## config.mk

```make
export PLATFORM = sky130hd
export DESIGN_NAME = pulse_gen_array
export DESIGN_NICKNAME = d
export VERILOG_FILES = /design/src/rtl/pulse_gen_array.sv
export SDC_FILE = /design/constraint.sdc
export NUM_CORES = 1
export LEC_CHECK = 0
export ABC_AREA = 1
export BUFFER_PORTS_ARGS = -buffer_cell sky130_fd_sc_hd__buf_2
export CORE_AREA = 10 10 72 74
export CTS_BUF_LIST = sky130_fd_sc_hd__clkbuf_4 sky130_fd_sc_hd__clkbuf_8
export CTS_CLUSTER_DIAMETER = 50
export CTS_CLUSTER_SIZE = 20
export DETAILED_ROUTE_END_ITERATION = 16
export DIE_AREA = 0 0 82 84
export PLACE_DENSITY = 0.79
export SYNTH_ARGS = -nofsm -noshare
export SYNTH_HDL_FRONTEND = slang
export SYNTH_SLANG_ARGS = --single-unit
export TNS_END_PERCENT = 30
```

## constraint.sdc

```tcl
create_clock -name clk -period 6.25 [get_ports clk]
set_input_delay 0.3125 -clock clk [delete_from_list [all_inputs] [get_ports clk]]
set_output_delay 0.3125 -clock clk [all_outputs]
set_load 0.02 [all_outputs]
```

## src/rtl/pulse_gen_array.sv

```systemverilog
// Array of NCH independent one-shot pulse generators with a shared completion counter.
// Define PULSE_GEN_RETRIGGER_EN to let a start during HIGH reload the pulse length instead of flagging err.
module pulse_gen_array #(
  parameter int NCH = 4,
  parameter int DW  = 4,
  parameter int CW  = 8
) (
  input  logic              clk,
  input  logic              rst_n,
  input  logic [NCH-1:0]    start,
  input  logic [NCH*DW-1:0] delay,
  output logic [NCH-1:0]    pulse,
  output logic [NCH-1:0]    busy,
  output logic [NCH-1:0]    done,
  output logic              err,
  output logic [CW-1:0]     count
);

  typedef enum logic [1:0] {IDLE, HIGH, GUARD} state_t;

  state_t          state_q [NCH];
  state_t          state_d [NCH];
  logic [DW-1:0]   cnt_q   [NCH];
  logic [DW-1:0]   cnt_d   [NCH];
  logic [NCH-1:0]  viol;
  logic            err_q;
  logic [CW-1:0]   count_q;

  // A zero delay still produces a one-cycle pulse.
  function automatic logic [DW-1:0] load_len(input logic [DW-1:0] d);
    return (d == '0) ? DW'(1) : d;
  endfunction

  function automatic logic [CW-1:0] popcount(input logic [NCH-1:0] v);
    logic [CW-1:0] s;
    s = '0;
    for (int k = 0; k < NCH; k++) s = s + CW'(v[k]);
    return s;
  endfunction

  always_comb begin
    for (int i = 0; i < NCH; i++) begin
      state_d[i] = state_q[i];
      cnt_d[i]   = cnt_q[i];
      viol[i]    = 1'b0;
      case (state_q[i])
        IDLE: begin
          if (start[i]) begin
            state_d[i] = HIGH;
            cnt_d[i]   = load_len(delay[i*DW +: DW]);
          end
        end
        HIGH: begin
`ifdef PULSE_GEN_RETRIGGER_EN
          if (start[i]) begin
            cnt_d[i] = load_len(delay[i*DW +: DW]);
          end else if (cnt_q[i] == DW'(1)) begin
            state_d[i] = GUARD;
          end else begin
            cnt_d[i] = cnt_q[i] - DW'(1);
          end
`else
          viol[i] = start[i];
          if (cnt_q[i] == DW'(1)) state_d[i] = GUARD;
          else                    cnt_d[i]   = cnt_q[i] - DW'(1);
`endif
        end
        GUARD: begin
          // The edge closing the guard cycle may accept a new request; pulse stays low during guard.
          if (start[i]) begin
            state_d[i] = HIGH;
            cnt_d[i]   = load_len(delay[i*DW +: DW]);
          end else begin
            state_d[i] = IDLE;
          end
        end
        default: state_d[i] = IDLE;
      endcase
    end
  end

  always_ff @(posedge clk or negedge rst_n) begin
    if (!rst_n) begin
      for (int i = 0; i < NCH; i++) begin
        state_q[i] <= IDLE;
        cnt_q[i]   <= '0;
      end
      err_q   <= 1'b0;
      count_q <= '0;
    end else begin
      for (int i = 0; i < NCH; i++) begin
        state_q[i] <= state_d[i];
        cnt_q[i]   <= cnt_d[i];
      end
      err_q   <= err_q | (|viol);
      count_q <= count_q + popcount(done);
    end
  end

  always_comb begin
    for (int i = 0; i < NCH; i++) begin
      pulse[i] = (state_q[i] == HIGH);
      done[i]  = (state_q[i] == GUARD);
      busy[i]  = (state_q[i] != IDLE);
    end
  end

  assign err   = err_q;
  assign count = count_q;

endmodule

```

==> flow_metrics.tcl <==
set metrics [dict create \
    outcome "finished, final reports clean" \
    ys_ff_latch 33 \
    synth.cell_area_um2 2020 \
    synth_warnings 0 \
    drt-total-wl_um 4330 \
    chipHeight_um 84 \
    track_usage 0.140 \
    rr_worst_depth 9 \
    yosysTopAreaCellShare 0.408 \
    synth_nets 291 \
    reg2reg_from "state_q[6]" \
    placed_cells 345 \
    htreeDepth 2 \
    grt_pass1_vias 1746 \
    worstMarginPinSlew_ns 0.729 \
    critical_path.startpoint "state_q[6]" \
    max-cap-violations 0 \
    num_io_pins 43 \
    first_pass_iters 4 \
    r2r-end "count[6]" \
    crit_family "adder cells" \
    ys_top_cells_by_area "dfrtp_1, nand2_1, inv_1" \
    pre_cts_ws_ns 3.77 \
    nNetsFinal 336 \
    dp_hpwl_um 3460 \
    crit_chain "nor2_1, xor2_1, ha_1, inv_1, fa_1, fa_1, nor2_1, nand4_1, xor2_1" \
    r2r_slack_ns 3.74 \
    startpoint_type "register" \
    finalSetupViolCount 0 \
    grt_antenna_before_repair 0 \
    drive_gt1_frac 0.234 \
    path_buf_inv 1 \
    cp.depth 9 \
    critical_path_arrival_ns 2.68 \
    grt_overflow_total 0 \
    crit_fanout 8 \
    fmax_mhz 399 \
    ir_drop_uv 268 \
    synth.distinct_cells 20 \
    fin_cells 353 \
    hold_slack_ns 0.0774 \
    grt_pass1_wl_um 7730 \
    cts_sinks 33 \
    hold_class "in -> async" \
    finalClockSkew_ns 0.00608 \
    viasPerCell 4.86 \
    cp_slowest_cell "dfrtp_1" \
    rows 23 \
    synth_top_cell_by_area "dfrtp_1" \
    setup_tns_ns 0 \
    cts_tree "yes" \
    clk_transition_reported_paths_ns 0.07 \
    end_kind "register" \
    nFillCells 353 \
    drt-initial-drc-count 74 \
    slew_violations 0 \
    ant_nets 0 \
    timing.final.ws_setup_ns 3.74 \
    start_util 0.525 \
    via_count 1717 \
    final_core_util 0.619 \
    syn_to_final_growth_pct 17.9 \
    globalplace.congestion 0.834 \
    cts_resized 0 \
    port_buffers 42 \
    avgSynthCellArea_um2 7.88 \
    grt_max_degree 34 \
    core-area_um2 3860 \
    clockBufferDepth 2 \
    cts_made_buffers 5 \
    postCtsSetupBuffers 0 \
    p_leak_nw 1.30 \
    syn_inst 257 \
    seq_area_frac_synth 0.408 \
    wl_per_cell_um 12.3 \
    critical_path_required_ns 6.43 \
    clkLatencyLatePin_ns 0.29 \
    ctsHoldBuffers 0 \
    min_period_ns 2.51 \
    post-route-period-util 0.401 \
    rsz0062_at_grt "false" \
    insertedDiodeCount 0 \
    critPathCapture "count[6]" \
    slew_headroom 0.514 \
    die_w_um 82 \
    slowest_delay_ns 0.46 \
    die_area_um2 6890 \
    hold_violations 0 \
    critical_path_class "reg -> reg" \
    drcViolationCount 0 \
    p_per_area_nw_per_um2 528 \
    cts_root_buffer "clkbuf_8" \
]
-- synthesized netlist by cell type --
library cell	instances
fa_1	2
o21ai_0	16
inv_2	4
o21ai_2	1
dfrtp_1	33
nand2_4	8
ha_1	10
inv_1	41
xor2_1	4
nor3_1	5
buf_4	4
nand2_1	64
nand3b_1	1
xnor2_1	2
nand4_1	2
nor2_1	18
nand3_1	30
or2_2	4
nor2_4	4
a22oi_1	4
-- cell usage in the layout (no fill, tap or decap), drive strengths merged --
cell	count
a22oi	4
ha	10
nand3	30
xnor2	2
clkbuf	7
inv	45
fa	2
nand2	72
dfrtp	33
or2	4
bufinv	1
nor2	22
xor2	4
o21ai	17
nand3b	1
nand4	2
nor3	5
buf	42
-- worst reg2reg max path: cells and delay by family, from the launching register on --
family / cells / cell delay (ns)
xor+xnor: 2 / 0.27
fa+ha+maj: 3 / 1.11
buf+inv: 1 / 0.04
flops: 1 / 0.46
simple gates: 3 / 0.52
-- metal layers --
metal  global-route usage  vias to the layer above  part of all wire
met5                    0                        -                 0
met4               0.0557                        0             0.020
met3               0.0431                        8             0.062
met2                0.236                       39              0.50
met1                0.157                      779              0.42
li1                     -                      891                 -
-- layout make-up --
class,count,area [µm²],area share
clock buffer,7,90.1,0.0377
clock inverter,1,30.0,0.0126
inverter,45,169,0.0708
multi-input combinational,175,1000,0.419
sequential,33,826,0.346
tap,50,62.6,0.0262
timing repair buffer,42,210,0.0881
-- logic make-up after synthesis --
family	count (synthesis)	share of synthesized area
and+or+nand+nor	136	0.328
buffers and inverters	49	0.0983
DFF	33	0.408
AOI/OAI and AO/OA	21	0.0587
adders and majority gates	12	0.0816
xor gates and xnor gates	6	0.0260
-- how the worst min path moves through the flow --
| stage | endpoint | slack, ns | depth (start not counted) |
|---|---|---|---|
| final | cnt_q[10] | 0.08 | 1 |
| after global routing | cnt_q[9] | 0.14 | 1 |
| after CTS | cnt_q[10] | 0.11 | 1 |
| after detailed placement | cnt_q[10] | 0.42 | 1 |
| after global placement | cnt_q[10] | 0.41 | 1 |
| after floorplan | cnt_q[0] | 0.02 | 0 |
-- registers in the layout, summed over array words and instances (netlist names) --
register	cells
cnt_q	16
count	8
state_q	8
err	1
-- power breakdown --
part           switching (mW)  internal, mW  leakage (nW)
Combinational           0.412         0.234         0.829
Sequential             0.0955         0.307         0.407
Clock                  0.0786         0.134        0.0619
-- stage by stage --
stage	power (mW)	instance area, µm²
after global routing	1.40	2390
after floorplan	0.906	2020
after detailed placement	1.06	2270
after CTS	1.28	2390
final	1.26	2390
after global placement	1.04	2270
Note: power is estimated with default switching activity, not from simulation.
